===== src/rtl/lv1_lv2_bus_arbiter.sv =====
// ============================================================================
// Module   : lv1_lv2_bus_arbiter
// Brief    : Round-robin processor/snoop arbiter for the shared lv1-lv2 bus.
// Revision : 1.0 - initial release
// ============================================================================
`default_nettype none

module lv1_lv2_bus_arbiter #(
    parameter int NUM_CORES = 4
) (
    input  logic                 clk,
    input  logic                 rst,
    input  logic [NUM_CORES-1:0] bus_lv1_lv2_req_proc_dl,
    input  logic [NUM_CORES-1:0] bus_lv1_lv2_req_proc_il,
    input  logic [NUM_CORES-1:0] bus_lv1_lv2_req_snoop,
    output logic [NUM_CORES-1:0] bus_lv1_lv2_gnt_proc_dl,
    output logic [NUM_CORES-1:0] bus_lv1_lv2_gnt_proc_il,
    output logic [NUM_CORES-1:0] bus_lv1_lv2_gnt_snoop,
    output logic [1:0]           bus_owner_id,
    output logic                 bus_owner_il,
    output logic                 bus_busy
);

    typedef enum logic [1:0] {
        S_IDLE    = 2'd0,
        S_GRANT   = 2'd1,
        S_RELEASE = 2'd2
    } state_t;

    state_t     r_state, w_state;
    logic [2:0] r_last_proc, w_last_proc;
    logic [1:0] r_last_snoop, w_last_snoop;
    logic [1:0] r_owner_id, w_owner_id;
    logic       r_owner_il, w_owner_il;
    logic       r_snp_act, w_snp_act;
    logic [1:0] r_snp_id, w_snp_id;
    logic [3:0] r_gnt_dl, r_gnt_il, r_gnt_snoop;
    logic [3:0] w_gnt_dl, w_gnt_il, w_gnt_snoop;

    logic [7:0] w_req_proc;
    logic       w_proc_found;
    logic [2:0] w_proc_idx;
    logic       w_snoop_found;
    logic [1:0] w_snoop_idx;

    // Requester r = 2*core + il, so the flat vector interleaves dl/il per core.
    always_comb begin
        w_req_proc = '0;
        for (int c = 0; c < 4; c++) begin
            w_req_proc[2*c]   = bus_lv1_lv2_req_proc_dl[c];
            w_req_proc[2*c+1] = bus_lv1_lv2_req_proc_il[c];
        end
    end

    always_comb begin
        w_proc_found = 1'b0;
        w_proc_idx   = 3'd0;
        for (int i = 1; i <= 8; i++) begin
            if (!w_proc_found && w_req_proc[r_last_proc + 3'(i)]) begin
                w_proc_found = 1'b1;
                w_proc_idx   = r_last_proc + 3'(i);
            end
        end
    end

    // The owner's own core can never be its own snoop responder.
    always_comb begin
        w_snoop_found = 1'b0;
        w_snoop_idx   = 2'd0;
        for (int i = 1; i <= 4; i++) begin
            if (!w_snoop_found && bus_lv1_lv2_req_snoop[r_last_snoop + 2'(i)]
                && ((r_last_snoop + 2'(i)) != r_owner_id)) begin
                w_snoop_found = 1'b1;
                w_snoop_idx   = r_last_snoop + 2'(i);
            end
        end
    end

    always_comb begin
        w_state      = r_state;
        w_last_proc  = r_last_proc;
        w_last_snoop = r_last_snoop;
        w_owner_id   = r_owner_id;
        w_owner_il   = r_owner_il;
        w_snp_act    = r_snp_act;
        w_snp_id     = r_snp_id;
        case (r_state)
            S_IDLE: begin
                if (w_proc_found) begin
                    w_state     = S_GRANT;
                    w_last_proc = w_proc_idx;
                    w_owner_id  = w_proc_idx[2:1];
                    w_owner_il  = w_proc_idx[0];
                    w_snp_act   = 1'b0;
                end
            end
            S_GRANT: begin
                if (!w_req_proc[{r_owner_id, r_owner_il}]) begin
                    w_state    = S_RELEASE;
                    w_owner_id = 2'd0;
                    w_owner_il = 1'b0;
                    w_snp_act  = 1'b0;
                    w_snp_id   = 2'd0;
                end else if (!r_snp_act) begin
                    if (w_snoop_found) begin
                        w_snp_act    = 1'b1;
                        w_snp_id     = w_snoop_idx;
                        w_last_snoop = w_snoop_idx;
                    end
                end else if (!bus_lv1_lv2_req_snoop[r_snp_id]) begin
                    w_snp_act = 1'b0;
                end
            end
            S_RELEASE: begin
                w_state = S_IDLE;
            end
            default: begin
                w_state = S_IDLE;
            end
        endcase

        w_gnt_dl    = '0;
        w_gnt_il    = '0;
        w_gnt_snoop = '0;
        if (w_state == S_GRANT) begin
            if (w_owner_il) w_gnt_il = 4'b0001 << w_owner_id;
            else            w_gnt_dl = 4'b0001 << w_owner_id;
            if (w_snp_act)  w_gnt_snoop = 4'b0001 << w_snp_id;
        end
    end

    always_ff @(posedge clk) begin
        if (rst) begin
            r_state      <= S_IDLE;
            r_last_proc  <= 3'd7;
            r_last_snoop <= 2'd3;
            r_owner_id   <= 2'd0;
            r_owner_il   <= 1'b0;
            r_snp_act    <= 1'b0;
            r_snp_id     <= 2'd0;
            r_gnt_dl     <= '0;
            r_gnt_il     <= '0;
            r_gnt_snoop  <= '0;
        end else begin
            r_state      <= w_state;
            r_last_proc  <= w_last_proc;
            r_last_snoop <= w_last_snoop;
            r_owner_id   <= w_owner_id;
            r_owner_il   <= w_owner_il;
            r_snp_act    <= w_snp_act;
            r_snp_id     <= w_snp_id;
            r_gnt_dl     <= w_gnt_dl;
            r_gnt_il     <= w_gnt_il;
            r_gnt_snoop  <= w_gnt_snoop;
        end
    end

    assign bus_lv1_lv2_gnt_proc_dl = r_gnt_dl;
    assign bus_lv1_lv2_gnt_proc_il = r_gnt_il;
    assign bus_lv1_lv2_gnt_snoop   = r_gnt_snoop;
    assign bus_owner_id            = r_owner_id;
    assign bus_owner_il            = r_owner_il;
    assign bus_busy                = |(r_gnt_dl | r_gnt_il);

endmodule

`default_nettype wire


===== config.mk =====
export PLATFORM = sky130hd
export DESIGN_NAME = lv1_lv2_bus_arbiter
export DESIGN_NICKNAME = d
export VERILOG_FILES = /design/src/rtl/lv1_lv2_bus_arbiter.sv
export SDC_FILE = /design/constraint.sdc
export NUM_CORES = 1
export LEC_CHECK = 0
export ABC_CLOCK_PERIOD_IN_PS = 3920
export BUFFER_PORTS_ARGS = -buffer_cell sky130_fd_sc_hd__buf_2
export CAP_MARGIN = 20
export CORE_MARGIN = 10
export CORE_UTILIZATION = 56
export CTS_CLUSTER_SIZE = 10
export DETAILED_ROUTE_END_ITERATION = 12
export HOLD_SLACK_MARGIN = 0.06
export PLACE_DENSITY_LB_ADDON = 0.25
export SLEW_MARGIN = 10
export SYNTH_ARGS = -nofsm -noshare
export SYNTH_HDL_FRONTEND = slang
export SYNTH_SLANG_ARGS = --single-unit

===== constraint.sdc =====
create_clock -name clk -period 3.92 [get_ports clk]
set_input_delay 0.392 -clock clk [delete_from_list [all_inputs] [get_ports clk]]
set_output_delay 0.392 -clock clk [all_outputs]
set_load 0.05 [all_outputs]

# After elaboration in Yosys (flattened, before gate mapping)

Index checks and enable logic that the tools add are counted.

Register bits: 25
Output and inout bits: 16
Logic and storage cells: 149

$add $sub $neg: 10
Magnitude comparators: 14
Eq/ne operators: 6
Shifts and indexed selects: 2
Multiplexer cells: 71
Bitwise operators: 5
Reductions and logical operators: 31

Operators with widths:

| cell                                                        | count |
|---|---|
| less-than comparator 3 x 4 -> 1 bit (second input constant) | 9 |
| two-way mux 1 bit                                           | 33 |
| binary-select mux 1 bit (select 3 bit)                      | 9 |
| two-way mux 2 bit                                           | 12 |
| two-way mux 3 bit                                           | 8 |
| less-than comparator 2 x 3 -> 1 bit (second input constant) | 5 |
| logical AND 1 bit                                           | 14 |
| adder 3 bit (second input constant)                         | 4 |
| binary-select mux 1 bit (select 2 bit)                      | 5 |
| logical NOT 1 bit                                           | 10 |
| OR reduction 3 bit                                          | 3 |
| inequality test 2 bit                                       | 4 |
| one-hot mux 2 bit (2 select lines)                          | 2 |
| left shift 1 x 2 -> 4 bit (first input constant)            | 2 |
| adder 3 x 2 -> 3 bit (second input constant)                | 2 |
| adder 2 bit (second input constant)                         | 2 |
| == test 2 x 1 -> 1 bit (second input constant)              | 2 |
| NOT 1 bit                                                   | 4 |
| bitwise OR 4 bit                                            | 1 |
| one-hot mux 1 bit (2 select lines)                          | 2 |
| AND reduction 4 bit                                         | 1 |
| OR reduction 4 bit                                          | 1 |
| adder 3 x 1 -> 3 bit (second input constant)                | 1 |
| adder 2 x 1 -> 2 bit (second input constant)                | 1 |
| other kinds (2)                                             | 2 |

# Logic depth before layout (Yosys ltp)

Gate-level depths: netlist of run 1.

Word-level depth: 30
Depth in mapped cells: 13
Depth with buffers taken out: 10

# Worst setup path before layout of run 1

Ideal clock, no wire load.

Path type: register to register
From: register r_last_proc[1]
To: register r_gnt_dl[1], in the netlist bus_lv1_lv2_gnt_proc_dl[1]
Setup time: 78 ps
Arrival: 3,335 ps
Data required time: 3,842 ps
Path slack: 506 ps
Cell stages (with the launch flop): 14
Path through: dfxtp_1 > buf_1 > inv_1 > ha_1 > buf_6 > buf_2 > mux2_2 > nor3_1 > a211oi_1 > or3_4 > o41ai_1 > a31o_2 > a21bo_1 > nor3_1

Cells in the longest elaborated chain, start to end: 30
Elaborated cells on any way between the ends: 63
Classes of those cells: add/sub (7); eq/ne (1); shift (1); mux (38); bitwise (1); reduce/logical (15)

Ends and longest elaborated chain:

| item                                    | RTL line | RTL |
|---|---|---|
| from (decl)                             | 31       | `logic [2:0] r_last_proc, w_last_proc;` |
| from (signal assigned)                  | 146      | `r_last_proc <= w_last_proc;` |
| adder 3 x 1 -> 3 bit                    | 59, 61   |  |
| binary-select mux 1 bit (select 3 bit)  | 59       | `if (!w_proc_found && w_req_proc[r_last_proc + 3'(i)]) begin` |
| two-way mux 1 bit (not written as such) | 59       |  |
| two-way mux 1 bit                       | 59       |  |
| logical NOT 1 bit                       | 59       |  |
| logical AND 1 bit                       | 59       |  |
| two-way mux 1 bit                       | 59       |  |
| logical NOT 1 bit                       | 59       |  |
| [... 14 more ...]                       | n/a      |  |
| logical NOT 1 bit                       | 59       |  |
| logical AND 1 bit                       | 59       |  |
| two-way mux 1 bit                       | 59       |  |
| two-way mux 2 bit                       | 89       | `if (w_proc_found) begin` |
| one-hot mux 2 bit (2 select lines)      | 87       | `case (r_state)` |
| == test 2 x 1 -> 1 bit                  | 125      | `if (w_state == S_GRANT) begin` |
| NOT 1 bit (no source line)              | n/a      |  |
| OR reduction 3 bit (no source line)     | n/a      |  |
| to (signal assigned)                    | 152      | `r_gnt_dl <= w_gnt_dl;` |
| to (decl)                               | 37       | `logic [3:0] r_gnt_dl, r_gnt_il, r_gnt_snoop;` |

Several ways; a longest one is shown, not always the timed one. The select of a mux whose other input is x is not followed.
A chain may end at the register's enable or synchronous reset.

# Final worst setup path of run 1

From: register r_last_proc[0]
To: register r_gnt_dl[1], in the netlist bus_lv1_lv2_gnt_proc_dl[1]

Same word-level chain as after synthesis.

==> summary.log, run 1 <==
INFO  grt            grt_overflow_total=0
INFO  routing        drt_first_iter_violations=153
INFO  final_layout   post-route-util=0.648
INFO  logic_synthesis avgSynthCellArea=8.98squm
INFO  grt            track_usage=0.158
INFO  logic_synthesis synth-main-ff-cell=sky130_fd_sc_hd__dfxtp_1
INFO  sta            drv_slew=0
INFO  routing        drcViolationCount=0
INFO  logic_synthesis synthDominantCellAreaShare=0.227
INFO  power_and_ir_drop peakVddDrop=0.000465V
INFO  hold_path      holdCritStartpoint=rst
INFO  worst_setup_path reg2reg_from=r_last_proc[0]
INFO  worst_setup_path timing.reg2reg.worst_path_depth=10
INFO  worst_setup_path cp_cell_sequence=inv_1 -> ha_1 -> mux4_2 -> mux2i_1 -> o21ba_2 -> o31a_1 -> a31o_2 -> a21boi_0 -> o21ai_0 -> nor3_1
INFO  floorplanning  die-height=82.8microns
INFO  floorplanning  floorplan.io_pins=30
INFO  worst_setup_path worstSetupStartpointType=register
INFO  clock_network  clkSlewWorstSetupHoldPaths=0.09ns
INFO  sta            hold_slack=0.436ns
INFO  final_layout   antenna_cells_inserted=0
INFO  floorplanning  width_of_the_die=82.8microns
INFO  worst_setup_path timing.critical_path.slowest_cell_delay=0.66ns
INFO  final_layout   fin_cells=318
INFO  sta            finalSetupTns=0ns
INFO  grt            groute.layer.met2.usage=0.272
INFO  grt            first_global_vias=1939
INFO  logic_synthesis seq_area_frac_synth=0.227
INFO  worst_setup_path crit_buf_inv=1
INFO  clock_network  htreeDepth=1
INFO  worst_setup_path worst_path_dominant_cell_family=compound AO/OA/AOI/OAI gates
INFO  place          port_buffers=29
INFO  logic_synthesis synth_enable_flop_cells=0
INFO  clock_network  cts_num_sinks=25
INFO  sta            grt_setup_unrepaired=false
INFO  clock_network  cts_max_path_bufs=2
INFO  worst_setup_path cp_max_fo=11
INFO  logic_synthesis postSynthNetCount=262
INFO  place          routabilityCongestion=0.960
INFO  final_layout   finalNetCount=287
INFO  run            drv.max_cap_violation_count=0
INFO  power_and_ir_drop power.leakage=0.983nW
INFO  floorplanning  design.die.area=0.00686sqmm
INFO  routing        drt-pass1-iter-count=4
INFO  sta            period_share=0.914
INFO  routing        average_wire_length_per_cell_after_detail_routing=18.0microns
INFO  clock_network  worstSkewPairLatency=0.27ns
INFO  sta            worst_clock_skew=0.00202ns
INFO  sta            slew-limit-headroom=0.544
INFO  floorplanning  placeableCoreArea=0.00374sqmm
INFO  sta            max_slew.worst_pin.slew=0.683ns
INFO  sta            maxClockFrequency=0.279GHz
INFO  clock_network  cts_hold_buffers=0
INFO  sta            timing.final.setup_violations=0
INFO  routing        route.detailed.vias_per_inst=6.53
INFO  logic_synthesis synth-warning-count=0
INFO  clock_network  postCtsResizedCells=0
INFO  logic_synthesis synth-seq-cells=25
INFO  logic_synthesis yosysTopAreaCell=sky130_fd_sc_hd__dfxtp_1
INFO  worst_setup_path r2r-end=bus_lv1_lv2_gnt_proc_dl[1]
INFO  logic_synthesis synth_cells=246
INFO  hold_path      hold-path-cell-count=2
INFO  outcome        outcome=complete, no violations
INFO  sta            final-hold-violation-count=0
INFO  final_layout   drive_above_1_share=0.278
INFO  clock_network  cts_tree=yes
INFO  worst_setup_path minimum_setup_slack_among_reg_to_reg_paths=0.34ns
INFO  clock_network  numCtsBuffers=3
INFO  logic_synthesis synth.area.top_cells=sky130_fd_sc_hd__dfxtp_1 23%, sky130_fd_sc_hd__mux4_2 17%, sky130_fd_sc_hd__mux2_2 4.6%
INFO  routing        vias=2075
INFO  grt            grt.busiest_layer=met2
INFO  floorplanning  placement_rows=22
INFO  hold_path      min_to=r_snp_act
INFO  routing        ant_nets=0
INFO  sta            finalCriticalPeriod=3.58ns
INFO  worst_setup_path cp-end-kind=register
INFO  logic_synthesis ys_types=58
INFO  grt            grtUsageMet1=0.197
INFO  clock_network  cts.repair_timing.setup_buffer_count=0
INFO  worst_setup_path cpMaxStageDelayCell=sky130_fd_sc_hd__mux4_2
INFO  grt            grt_first_pass_wirelength=9590microns
INFO  logic_synthesis netlist_top_cells_count=25 x sky130_fd_sc_hd__dfxtp_1, 25 x sky130_fd_sc_hd__nand2_1, 21 x sky130_fd_sc_hd__nor2_1, 17 x sky130_fd_sc_hd__mux4_2, 15 x sky130_fd_sc_hd__a21oi_1
INFO  logic_synthesis synth.cell_area=0.00221sqmm
INFO  floorplanning  initial_core_util=0.590
INFO  final_layout   growth_of_design_area_from_synthesis_to_finish=9.85%
INFO  final_layout   fillCellCount=328
INFO  worst_setup_path cp.arrival=3.77ns
INFO  hold_path      hp-class=in2reg
INFO  clock_network  clock-root-buffer=sky130_fd_sc_hd__clkbuf_8
INFO  worst_setup_path timing.critical_path.required=4.11ns
INFO  grt            antenna_found_initial=0
INFO  logic_synthesis proportion_of_register_bits_with_asynchronous_set_or_reset_after_synthesis=0
INFO  routing        detail_route.wirelength=5720microns
INFO  grt            grt_start_max_net_pins=23
INFO  worst_setup_path critPathKind=reg2reg
INFO  place          dp_hpwl=4380microns
INFO  grt            groute.layer.met3.usage=0.0283
INFO  power_and_ir_drop power_density=968mW/mm^2
INFO  place          placed_cells=314
-- area by class of cell --
class                   count  area (sq um)  area share
multi-input cells         200          1610       0.664
flip-flops and latches     25           500       0.206
repair buffers             33           175      0.0722
well taps                  48          60.1      0.0247
clock buffers               3          41.3      0.0170
inverters                   8          30.0      0.0124
clock inverters             1          7.51     0.00309
-- worst register-to-register path, delay by kind of cell, from the launching register on --
kind | cells | cell delay [ns]
DFF | 1 | 0.33
AOI/OAI and AO/OA | 5 | 1.34
adders and majority gates | 1 | 0.55
muxes | 2 | 0.94
buffers and inverters | 1 | 0.07
and+or+nand+nor | 1 | 0.28
-- cells in the final DEF, fill, tap and decap left out, types with 3 or more instances in the layout --
cell,synthesis,final
sky130_fd_sc_hd__a21boi_0,4,4
sky130_fd_sc_hd__a21oi_1,15,15
sky130_fd_sc_hd__a32oi_1,3,3
sky130_fd_sc_hd__buf_2,2,29
sky130_fd_sc_hd__buf_4,0,4
sky130_fd_sc_hd__clkbuf_8,0,3
sky130_fd_sc_hd__dfxtp_1,25,25
sky130_fd_sc_hd__inv_1,8,8
sky130_fd_sc_hd__mux2_2,9,9
sky130_fd_sc_hd__mux2i_1,10,10
sky130_fd_sc_hd__mux4_2,17,17
sky130_fd_sc_hd__nand2_1,25,25
sky130_fd_sc_hd__nand2b_1,5,5
sky130_fd_sc_hd__nand3_1,5,5
sky130_fd_sc_hd__nor2_1,21,21
sky130_fd_sc_hd__nor3_1,14,14
sky130_fd_sc_hd__nor3b_1,3,3
sky130_fd_sc_hd__nor4_1,3,3
sky130_fd_sc_hd__o21ai_0,9,9
sky130_fd_sc_hd__xnor2_1,3,3
sky130_fd_sc_hd__xor2_1,4,4
-- cells by family after synthesis --
group / share of synthesized area
AOI/OAI and AO/OA: 0.221
xor gates and xnor gates: 0.0277
adders and majority gates: 0.0113
buffers and inverters: 0.0436
DFF: 0.227
muxes: 0.271
and+or+nand+nor: 0.198
-- power by group --
| part | total [mW] | internal (mW) | switching, mW |
|---|---|---|---|
| combinational | 1.79 | 0.708 | 1.08 |
| sequential | 0.403 | 0.320 | 0.0829 |
| clock | 0.156 | 0.0722 | 0.0835 |
-- registers in the layout, summed over array words and instances (netlist names) --
register                 cells
bus_owner_il                 1
bus_lv1_lv2_gnt_proc_il      4
bus_lv1_lv2_gnt_snoop        4
r_last_proc                  3
r_snp_id                     2
r_snp_act                    1
r_state                      2
bus_lv1_lv2_gnt_proc_dl      4
r_last_snoop                 2
bus_owner_id                 2
-- how the worst max path moves through the flow --
| stage | startpoint | to | slack (ns) | cells past startpoint |
|---|---|---|---|---|
| 2_1_floorplan | r_last_proc[1] | bus_lv1_lv2_gnt_proc_dl[1] | 0.51 | 13 |
| 3_3_place_gp | r_last_proc[0] | bus_lv1_lv2_gnt_snoop[3] | 0.53 | 9 |
| 3_5_place_dp | r_last_proc[1] | bus_lv1_lv2_gnt_snoop[2] | 0.46 | 11 |
| 4_1_cts | r_last_proc[1] | bus_lv1_lv2_gnt_proc_dl[1] | 0.42 | 10 |
| 5_1_grt | r_last_proc[0] | bus_lv1_lv2_gnt_proc_dl[1] | 0.08 | 11 |
| 6_report | r_last_proc[0] | bus_lv1_lv2_gnt_proc_dl[1] | 0.34 | 10 |
-- layer usage --
| metal | share of wire | wire length [microns] |
|---|---|---|
| met5 | 0 | 0 |
| met4 | 0.010 | 57 |
| met3 | 0.053 | 304 |
| met2 | 0.51 | 2890 |
| met1 | 0.43 | 2470 |
-- metrics by stage --
step	setup WS (ns)	power [mW]	area (sq um)
2_1_floorplan	0.506	1.83	2210
3_3_place_gp	0.531	2.15	2380
3_5_place_dp	0.457	2.16	2380
4_1_cts	0.420	2.33	2430
5_1_grt	0.0806	2.52	2430
6_report	0.339	2.35	2430
No activity file was read; power rests on OpenSTA's default activity.
==> run 2, diff against run 1 <==
--- a/config.mk
+++ b/config.mk
@@ -6,10 +6,10 @@
 export NUM_CORES = 1
 export LEC_CHECK = 0
 export ABC_CLOCK_PERIOD_IN_PS = 3920
-export BUFFER_PORTS_ARGS = -buffer_cell sky130_fd_sc_hd__buf_2
+export BUFFER_PORTS_ARGS = -buffer_cell sky130_fd_sc_hd__buf_4
 export CAP_MARGIN = 20
 export CORE_MARGIN = 10
-export CORE_UTILIZATION = 56
+export CORE_UTILIZATION = 40
 export CTS_CLUSTER_SIZE = 10
 export DETAILED_ROUTE_END_ITERATION = 12
 export HOLD_SLACK_MARGIN = 0.06
==> summary.log, run 2 (same netlist as run 1, synthesis figures left out) <==
INFO  outcome        outcome=complete, no violations [unchanged]
INFO  clock_network  numCtsBuffers=3 [unchanged]
INFO  floorplanning  placement_rows=27 [was 22]
INFO  power_and_ir_drop power_density=934mW/mm^2 [was 968 mW/mm^2]
INFO  power_and_ir_drop peakVddDrop=0.000339V [was 0.000465 V]
INFO  worst_setup_path worstSetupStartpointType=register [unchanged]
INFO  final_layout   fillCellCount=543 [was 328]
INFO  routing        drcViolationCount=0 [unchanged]
INFO  worst_setup_path cpMaxStageDelayCell=sky130_fd_sc_hd__mux4_2 [unchanged]
INFO  floorplanning  die-height=94.3microns [was 82.8 microns]
INFO  final_layout   multi_input_comb_area=0.00161sqmm [unchanged]
INFO  grt            track_usage=0.129 [was 0.158]
INFO  clock_network  cts_max_path_bufs=2 [unchanged]
INFO  final_layout   growth_of_design_area_from_synthesis_to_finish=14.3% [was 9.85%]
INFO  clock_network  worstSkewPairLatency=0.27ns [about the same]
INFO  final_layout   ff_latch_area=500squm [unchanged]
INFO  routing        detail_route.wirelength=5760microns [was 5720 microns]
INFO  sta            slew-limit-headroom=0.560 [was 0.544]
INFO  clock_network  postCtsResizedCells=0 [unchanged]
INFO  worst_setup_path cp.arrival=3.66ns [was 3.77 ns]
INFO  power_and_ir_drop power.leakage=0.996nW [was 0.983 nW]
INFO  routing        route.detailed.vias_per_inst=5.94 [was 6.53]
INFO  sta            worst_clock_skew=0.00500ns [was 0.00202 ns]
INFO  run            drv.max_cap_violation_count=0 [unchanged]
INFO  place          routabilityCongestion=0.952 [was 0.960]
INFO  floorplanning  floorplan.io_pins=30 [unchanged]
INFO  worst_setup_path cp-end-kind=register [unchanged]
INFO  floorplanning  width_of_the_die=94.3microns [was 82.8 microns]
INFO  worst_setup_path timing.critical_path.slowest_cell_delay=0.66ns [about the same]
INFO  power_and_ir_drop switchingPower=1.23mW [was 1.25 mW]
INFO  power_and_ir_drop power_report.internal_total=1.13mW [was 1.10 mW]
INFO  final_layout   layout_common_cells=33 x sky130_fd_sc_hd__buf_4, 25 x sky130_fd_sc_hd__nand2_1, 25 x sky130_fd_sc_hd__dfxtp_1, 21 x sky130_fd_sc_hd__nor2_1, 17 x sky130_fd_sc_hd__mux4_2 [was 29 x sky130_fd_sc_hd__buf_2, 25 x sky130_fd_sc_hd__nand2_1, 25 x sky130_fd_sc_hd__dfxtp_1, 21 x sky130_fd_sc_hd__nor2_1, 17 x sky130_fd_sc_hd__mux4_2]
INFO  worst_setup_path critPathKind=reg2reg [unchanged]
INFO  sta            drv_slew=0 [unchanged]
INFO  sta            final-hold-violation-count=0 [unchanged]
INFO  hold_path      hp-class=in2reg [unchanged]
INFO  sta            period_share=0.887 [was 0.914]
INFO  final_layout   antenna_cells_inserted=0 [unchanged]
INFO  sta            maxClockFrequency=0.287GHz [was 0.279 GHz]
INFO  grt            first_global_vias=1946 [was 1939]
INFO  floorplanning  design.die.area=0.00890sqmm [was 0.00686 sq mm]
INFO  final_layout   drive_above_1_share=0.274 [was 0.278]
INFO  routing        drt-pass1-iter-count=4 [unchanged]
INFO  floorplanning  initial_core_util=0.406 [was 0.590]
INFO  grt            antenna_found_initial=0 [unchanged]
INFO  grt            grt_start_max_net_pins=23 [unchanged]
INFO  worst_setup_path cp_cell_sequence=inv_1 -> ha_1 -> mux4_2 -> mux2_4 -> nor3_2 -> nand2_1 -> o221ai_1 -> nand3_1 -> nor3_1 [was inv_1 -> ha_1 -> mux4_2 -> mux2i_1 -> o21ba_2 -> o31a_1 -> a31o_2 -> a21boi_0 -> o21ai_0 -> nor3_1]
INFO  routing        drt_first_iter_violations=98 [was 153]
INFO  clock_network  cts_hold_buffers=0 [unchanged]
INFO  clock_network  cts_tree=yes [unchanged]
INFO  floorplanning  placeableCoreArea=0.00544sqmm [was 0.00374 sq mm]
INFO  worst_setup_path timing.critical_path.required=4.10ns [was 4.11 ns]
INFO  final_layout   finalNetCount=287 [unchanged]
INFO  sta            hold_slack=0.397ns [was 0.436 ns]
INFO  clock_network  cts.repair_timing.setup_buffer_count=0 [unchanged]
INFO  power_and_ir_drop share_of_power_burned_in_the_clock_network=0.063 [was 0.066]
INFO  grt            grt_first_pass_wirelength=9600microns [was 9590 microns]
INFO  power_and_ir_drop power.share.switching=0.520 [was 0.532]
INFO  sta            max_slew.worst_pin.slew=0.659ns [was 0.683 ns]
INFO  final_layout   layout_commonest_cell=sky130_fd_sc_hd__buf_4 [was sky130_fd_sc_hd__buf_2]
INFO  place          post_place_setup_slack=0.494ns [was 0.457 ns]
INFO  sta            postLayoutSetupSlackWorst=0.442ns [was 0.339 ns]
INFO  clock_network  htreeDepth=1 [unchanged]
INFO  sta            finalSetupTns=0ns [unchanged]
INFO  sta            timing.final.setup_violations=0 [unchanged]
INFO  routing        vias=2031 [was 2075]
INFO  clock_network  cts_num_sinks=25 [unchanged]
INFO  routing        ant_nets=0 [unchanged]
INFO  power_and_ir_drop seqPwrFrac=0.175 [was 0.171]
INFO  power_and_ir_drop power_frac_comb=0.762 [about the same]
INFO  sta            finalCriticalPeriod=3.48ns [was 3.58 ns]
INFO  clock_network  clkSlewWorstSetupHoldPaths=0.08ns [was 0.09 ns]
INFO  sta            grt_setup_unrepaired=false [unchanged]
INFO  place          port_buffers=29 [unchanged]
INFO  worst_setup_path cp_max_fo=11 [unchanged]
INFO  routing        average_wire_length_per_cell_after_detail_routing=16.8microns [was 18.0 microns]
INFO  grt            grt_overflow_total=0 [unchanged]
INFO  clock_network  clock-root-buffer=sky130_fd_sc_hd__clkbuf_8 [unchanged]
INFO  place          dp_hpwl=4400microns [was 4380 microns]
run 2: cell count changes in the layout (fill, tap and decap cells not counted):
cell,change
sky130_fd_sc_hd__clkinvlp_4,-1
sky130_fd_sc_hd__clkbuf_1,+1
sky130_fd_sc_hd__buf_4,+29
sky130_fd_sc_hd__buf_2,-29
run 2: worst max-delay path, delay by kind of cell, from the launching register on:
family / cells / cell delay, ns
AO/OA/AOI/OAI: 1 / 0.36
flip-flops: 1 / 0.33
multiplexers: 2 / 1.01
buffers and inverters: 1 / 0.07
adder cells (fa/ha/maj): 1 / 0.59
AND/OR/NAND/NOR: 4 / 1.03
run 2: per-layer routing:
layer | up-vias | track usage | share of wire
met1 | 973 | 0.164 | 0.45
li1 | 1000 | - | -
met5 | - | 0 | 0
met2 | 49 | 0.216 | 0.49
met3 | 9 | 0.0240 | 0.048
met4 | 0 | 0.0329 | 0.012
run 2: power by group through the flow:
stage / sequential [mW] / combinational (mW) / clock [mW]
2_1_floorplan: 0.487 / 1.34 / 0
3_3_place_gp: 0.418 / 1.78 / 0
3_5_place_dp: 0.419 / 1.78 / 0
4_1_cts: 0.413 / 1.79 / 0.152
5_1_grt: 0.423 / 1.96 / 0.161
6_report: 0.412 / 1.80 / 0.149
run 2: cell type report:
cell class	count	share of cell area
sequential	25	0.198
inverter	8	0.0119
timing repair buffer	33	0.0981
clock buffer	4	0.0178
multi-input combinational	200	0.638
tap	72	0.0357
run 2: final timing paths:
check	start	endpoint	slack (ns)	cells after the start
setup / recovery	r_last_proc[0]	bus_lv1_lv2_gnt_proc_il[0]	0.44	9
hold / removal	rst	r_state[1]	0.40	2
setup reg to reg	r_last_proc[0]	bus_lv1_lv2_gnt_proc_il[0]	0.44	9
hold reg to reg	r_snp_act	r_snp_act	0.58	2
run 2: metrics by stage:
| stage | power (mW) | instance area, sq um | utilization | instances |
|---|---|---|---|---|
| floorplan | 1.83 | 2210 | - | 246 |
| global placement | 2.20 | 2480 | 0.456 | 338 |
| detailed placement | 2.20 | 2480 | 0.456 | 338 |
| CTS | 2.36 | 2530 | 0.464 | 342 |
| global route | 2.54 | 2530 | 0.464 | 342 |
| finish | 2.36 | 2530 | 0.464 | 342 |
==> run 3, diff against run 2 <==
--- a/config.mk
+++ b/config.mk
@@ -10,6 +10,7 @@
 export CAP_MARGIN = 20
 export CORE_MARGIN = 10
 export CORE_UTILIZATION = 40
+export CTS_BUF_LIST = sky130_fd_sc_hd__clkbuf_2
 export CTS_CLUSTER_SIZE = 10
 export DETAILED_ROUTE_END_ITERATION = 12
 export HOLD_SLACK_MARGIN = 0.06
==> constraint.sdc (replaced) <==
create_clock -name clk -period 3.92 [get_ports clk]
set_input_delay 0.588 -clock clk [delete_from_list [all_inputs] [get_ports clk]]
set_output_delay 0.588 -clock clk [all_outputs]
set_load 0.05 [all_outputs]
==> summary.log, run 3 (same netlist as run 1, synthesis figures left out) <==
INFO  place          placed_cells=338 [unchanged]
INFO  place          dp_hpwl=4340microns [was 4400 microns]
INFO  floorplanning  initial_core_util=0.406 [unchanged]
INFO  grt            first_global_vias=2033 [was 1946]
INFO  clock_network  cts.repair_timing.setup_buffer_count=0 [unchanged]
INFO  outcome        outcome=complete, no violations [unchanged]
INFO  final_layout   fillCellCount=524 [was 543]
INFO  place          port_buffers=29 [unchanged]
INFO  sta            maxClockFrequency=0.284GHz [was 0.287 GHz]
INFO  final_layout   layout_common_cells=33 x sky130_fd_sc_hd__buf_4, 25 x sky130_fd_sc_hd__nand2_1, 25 x sky130_fd_sc_hd__dfxtp_1, 21 x sky130_fd_sc_hd__nor2_1, 17 x sky130_fd_sc_hd__mux4_2 [unchanged]
INFO  worst_setup_path timing.critical_path.required=4.19ns [was 4.10 ns]
INFO  routing        ant_nets=0 [unchanged]
INFO  routing        drt_first_iter_violations=96 [was 98]
INFO  clock_network  postCtsResizedCells=0 [unchanged]
INFO  floorplanning  placement_rows=27 [unchanged]
INFO  clock_network  cts_num_sinks=25 [unchanged]
INFO  sta            final-hold-violation-count=0 [unchanged]
INFO  hold_path      hp-class=in2reg [unchanged]
INFO  floorplanning  floorplan.io_pins=30 [unchanged]
INFO  routing        drcViolationCount=0 [unchanged]
INFO  grt            grt_start_max_net_pins=23 [unchanged]
INFO  sta            grt_setup_unrepaired=false [unchanged]
INFO  sta            period_share=0.898 [was 0.887]
INFO  final_layout   ff_latch_area=500squm [unchanged]
INFO  final_layout   drive_above_1_share=0.278 [was 0.274]
INFO  worst_setup_path cp-end-kind=register [unchanged]
INFO  final_layout   growth_of_design_area_from_synthesis_to_finish=13.2% [was 14.3%]
INFO  worst_setup_path cp.arrival=3.79ns [was 3.66 ns]
INFO  floorplanning  width_of_the_die=94.3microns [unchanged]
INFO  final_layout   multi_input_comb_area=0.00161sqmm [unchanged]
INFO  routing        detail_route.wirelength=5590microns [was 5760 microns]
INFO  clock_network  cts_hold_buffers=0 [unchanged]
INFO  routing        route.detailed.vias_per_inst=5.97 [was 5.94]
INFO  clock_network  clock-root-buffer=sky130_fd_sc_hd__clkbuf_2 [was sky130_fd_sc_hd__clkbuf_8]
INFO  power_and_ir_drop power_density=923mW/mm^2 [was 934 mW/mm^2]
INFO  routing        drt-pass1-iter-count=4 [unchanged]
INFO  routing        vias=2042 [was 2031]
INFO  final_layout   post-route-util=0.460 [was 0.464]
INFO  floorplanning  die-height=94.3microns [unchanged]
INFO  worst_setup_path cp_max_fo=11 [unchanged]
INFO  worst_setup_path worstSetupStartpointType=register [unchanged]
INFO  grt            track_usage=0.126 [was 0.129]
INFO  power_and_ir_drop peakVddDrop=0.000344V [was 0.000339 V]
INFO  final_layout   layout_commonest_cell=sky130_fd_sc_hd__buf_4 [unchanged]
INFO  run            drv.max_cap_violation_count=0 [unchanged]
INFO  clock_network  numCtsBuffers=3 [unchanged]
INFO  clock_network  cts_tree=yes [unchanged]
INFO  floorplanning  placeableCoreArea=0.00544sqmm [unchanged]
INFO  routing        average_wire_length_per_cell_after_detail_routing=16.4microns [was 16.8 microns]
INFO  sta            drv_slew=0 [unchanged]
INFO  final_layout   antenna_cells_inserted=0 [unchanged]
INFO  grt            grt_first_pass_wirelength=9410microns [was 9600 microns]
INFO  power_and_ir_drop p_total=2.31mW [was 2.36 mW]
INFO  sta            finalSetupTns=0ns [unchanged]
INFO  sta            worst_clock_skew=0.00385ns [was 0.00500 ns]
INFO  grt            antenna_found_initial=0 [unchanged]
INFO  power_and_ir_drop power.leakage=0.990nW [was 0.996 nW]
INFO  worst_setup_path critPathKind=reg2reg [unchanged]
INFO  clock_network  worstSkewPairLatency=0.32ns [was 0.27 ns]
INFO  sta            slew-limit-headroom=0.558 [was 0.560]
INFO  final_layout   fin_cells=342 [unchanged]
INFO  sta            timing.final.setup_violations=0 [unchanged]
INFO  clock_network  cts_max_path_bufs=2 [unchanged]
INFO  grt            grt_overflow_total=0 [unchanged]
INFO  place          routabilityCongestion=0.933 [was 0.952]
INFO  clock_network  clkSlewWorstSetupHoldPaths=0.21ns [was 0.08 ns]
INFO  floorplanning  design.die.area=0.00890sqmm [unchanged]
INFO  final_layout   finalNetCount=287 [unchanged]
INFO  sta            max_slew.worst_pin.slew=0.662ns [was 0.659 ns]
INFO  sta            finalCriticalPeriod=3.52ns [was 3.48 ns]
INFO  clock_network  htreeDepth=1 [unchanged]
==> run 3: cell counts in the layout (fill, tap and decap cells not counted) <==
Identical to the previous run, type by type.
==> run 3: final cells by class <==
| cell class | count | share of cell area |
|---|---|---|
| multi-input cells | 200 | 0.645 |
| flip-flops and latches | 25 | 0.200 |
| repair buffers | 33 | 0.0990 |
| well taps | 72 | 0.0360 |
| inverters | 8 | 0.0120 |
| clock buffers | 4 | 0.00800 |
==> run 3: final timing paths <==
| check | from | to | slack (ns) | cells after the start |
|---|---|---|---|---|
| hold / removal | rst | bus_owner_id[0] | 0.50 | 2 |
| setup / recovery | r_last_proc[0] | bus_lv1_lv2_gnt_proc_dl[1] | 0.40 | 11 |
| hold reg to reg | r_snp_act | r_snp_act | 0.60 | 2 |
| setup reg to reg | r_last_proc[0] | bus_lv1_lv2_gnt_proc_dl[1] | 0.40 | 11 |
==> run 3: metrics by stage <==
stage / hold slack, ns / area, sq um / setup WS, ns
2_1_floorplan: 0.500 / 2210 / 0.506
3_3_place_gp: 0.558 / 2480 / 0.519
3_5_place_dp: 0.566 / 2480 / 0.462
4_1_cts: 0.493 / 2500 / 0.427
5_1_grt: 0.489 / 2500 / 0.114
6_report: 0.504 / 2500 / 0.402
==> run 3: power breakdown <==
group	leakage [nW]	internal, mW	total, mW	switching [mW]
sequential	0.204	0.320	0.418	0.0986
combinational	0.769	0.746	1.80	1.05
clock	0.0166	0.0270	0.0955	0.0685
==> run 3: critical path, stage by stage (launching register included) <==
cell	delay [ns]
sky130_fd_sc_hd__dfxtp_1	0.40
sky130_fd_sc_hd__inv_1	0.09
sky130_fd_sc_hd__ha_1	0.60
sky130_fd_sc_hd__mux4_2	0.66
sky130_fd_sc_hd__mux2i_1	0.16
sky130_fd_sc_hd__a32oi_1	0.07
sky130_fd_sc_hd__buf_4	0.18
sky130_fd_sc_hd__or3_1	0.43
sky130_fd_sc_hd__o31ai_4	0.34
sky130_fd_sc_hd__nand3_2	0.15
sky130_fd_sc_hd__a21bo_2	0.27
sky130_fd_sc_hd__nor3_1	0.13
==> run 3: routing by layer <==
layer  up-vias  global-route usage  wire length (microns)
met1       980               0.151                   2380
met3         8              0.0264                    336
met5         -                   0                      0
met4         0              0.0405                     69
met2        59               0.217                   2810
li1        995                   -                      -
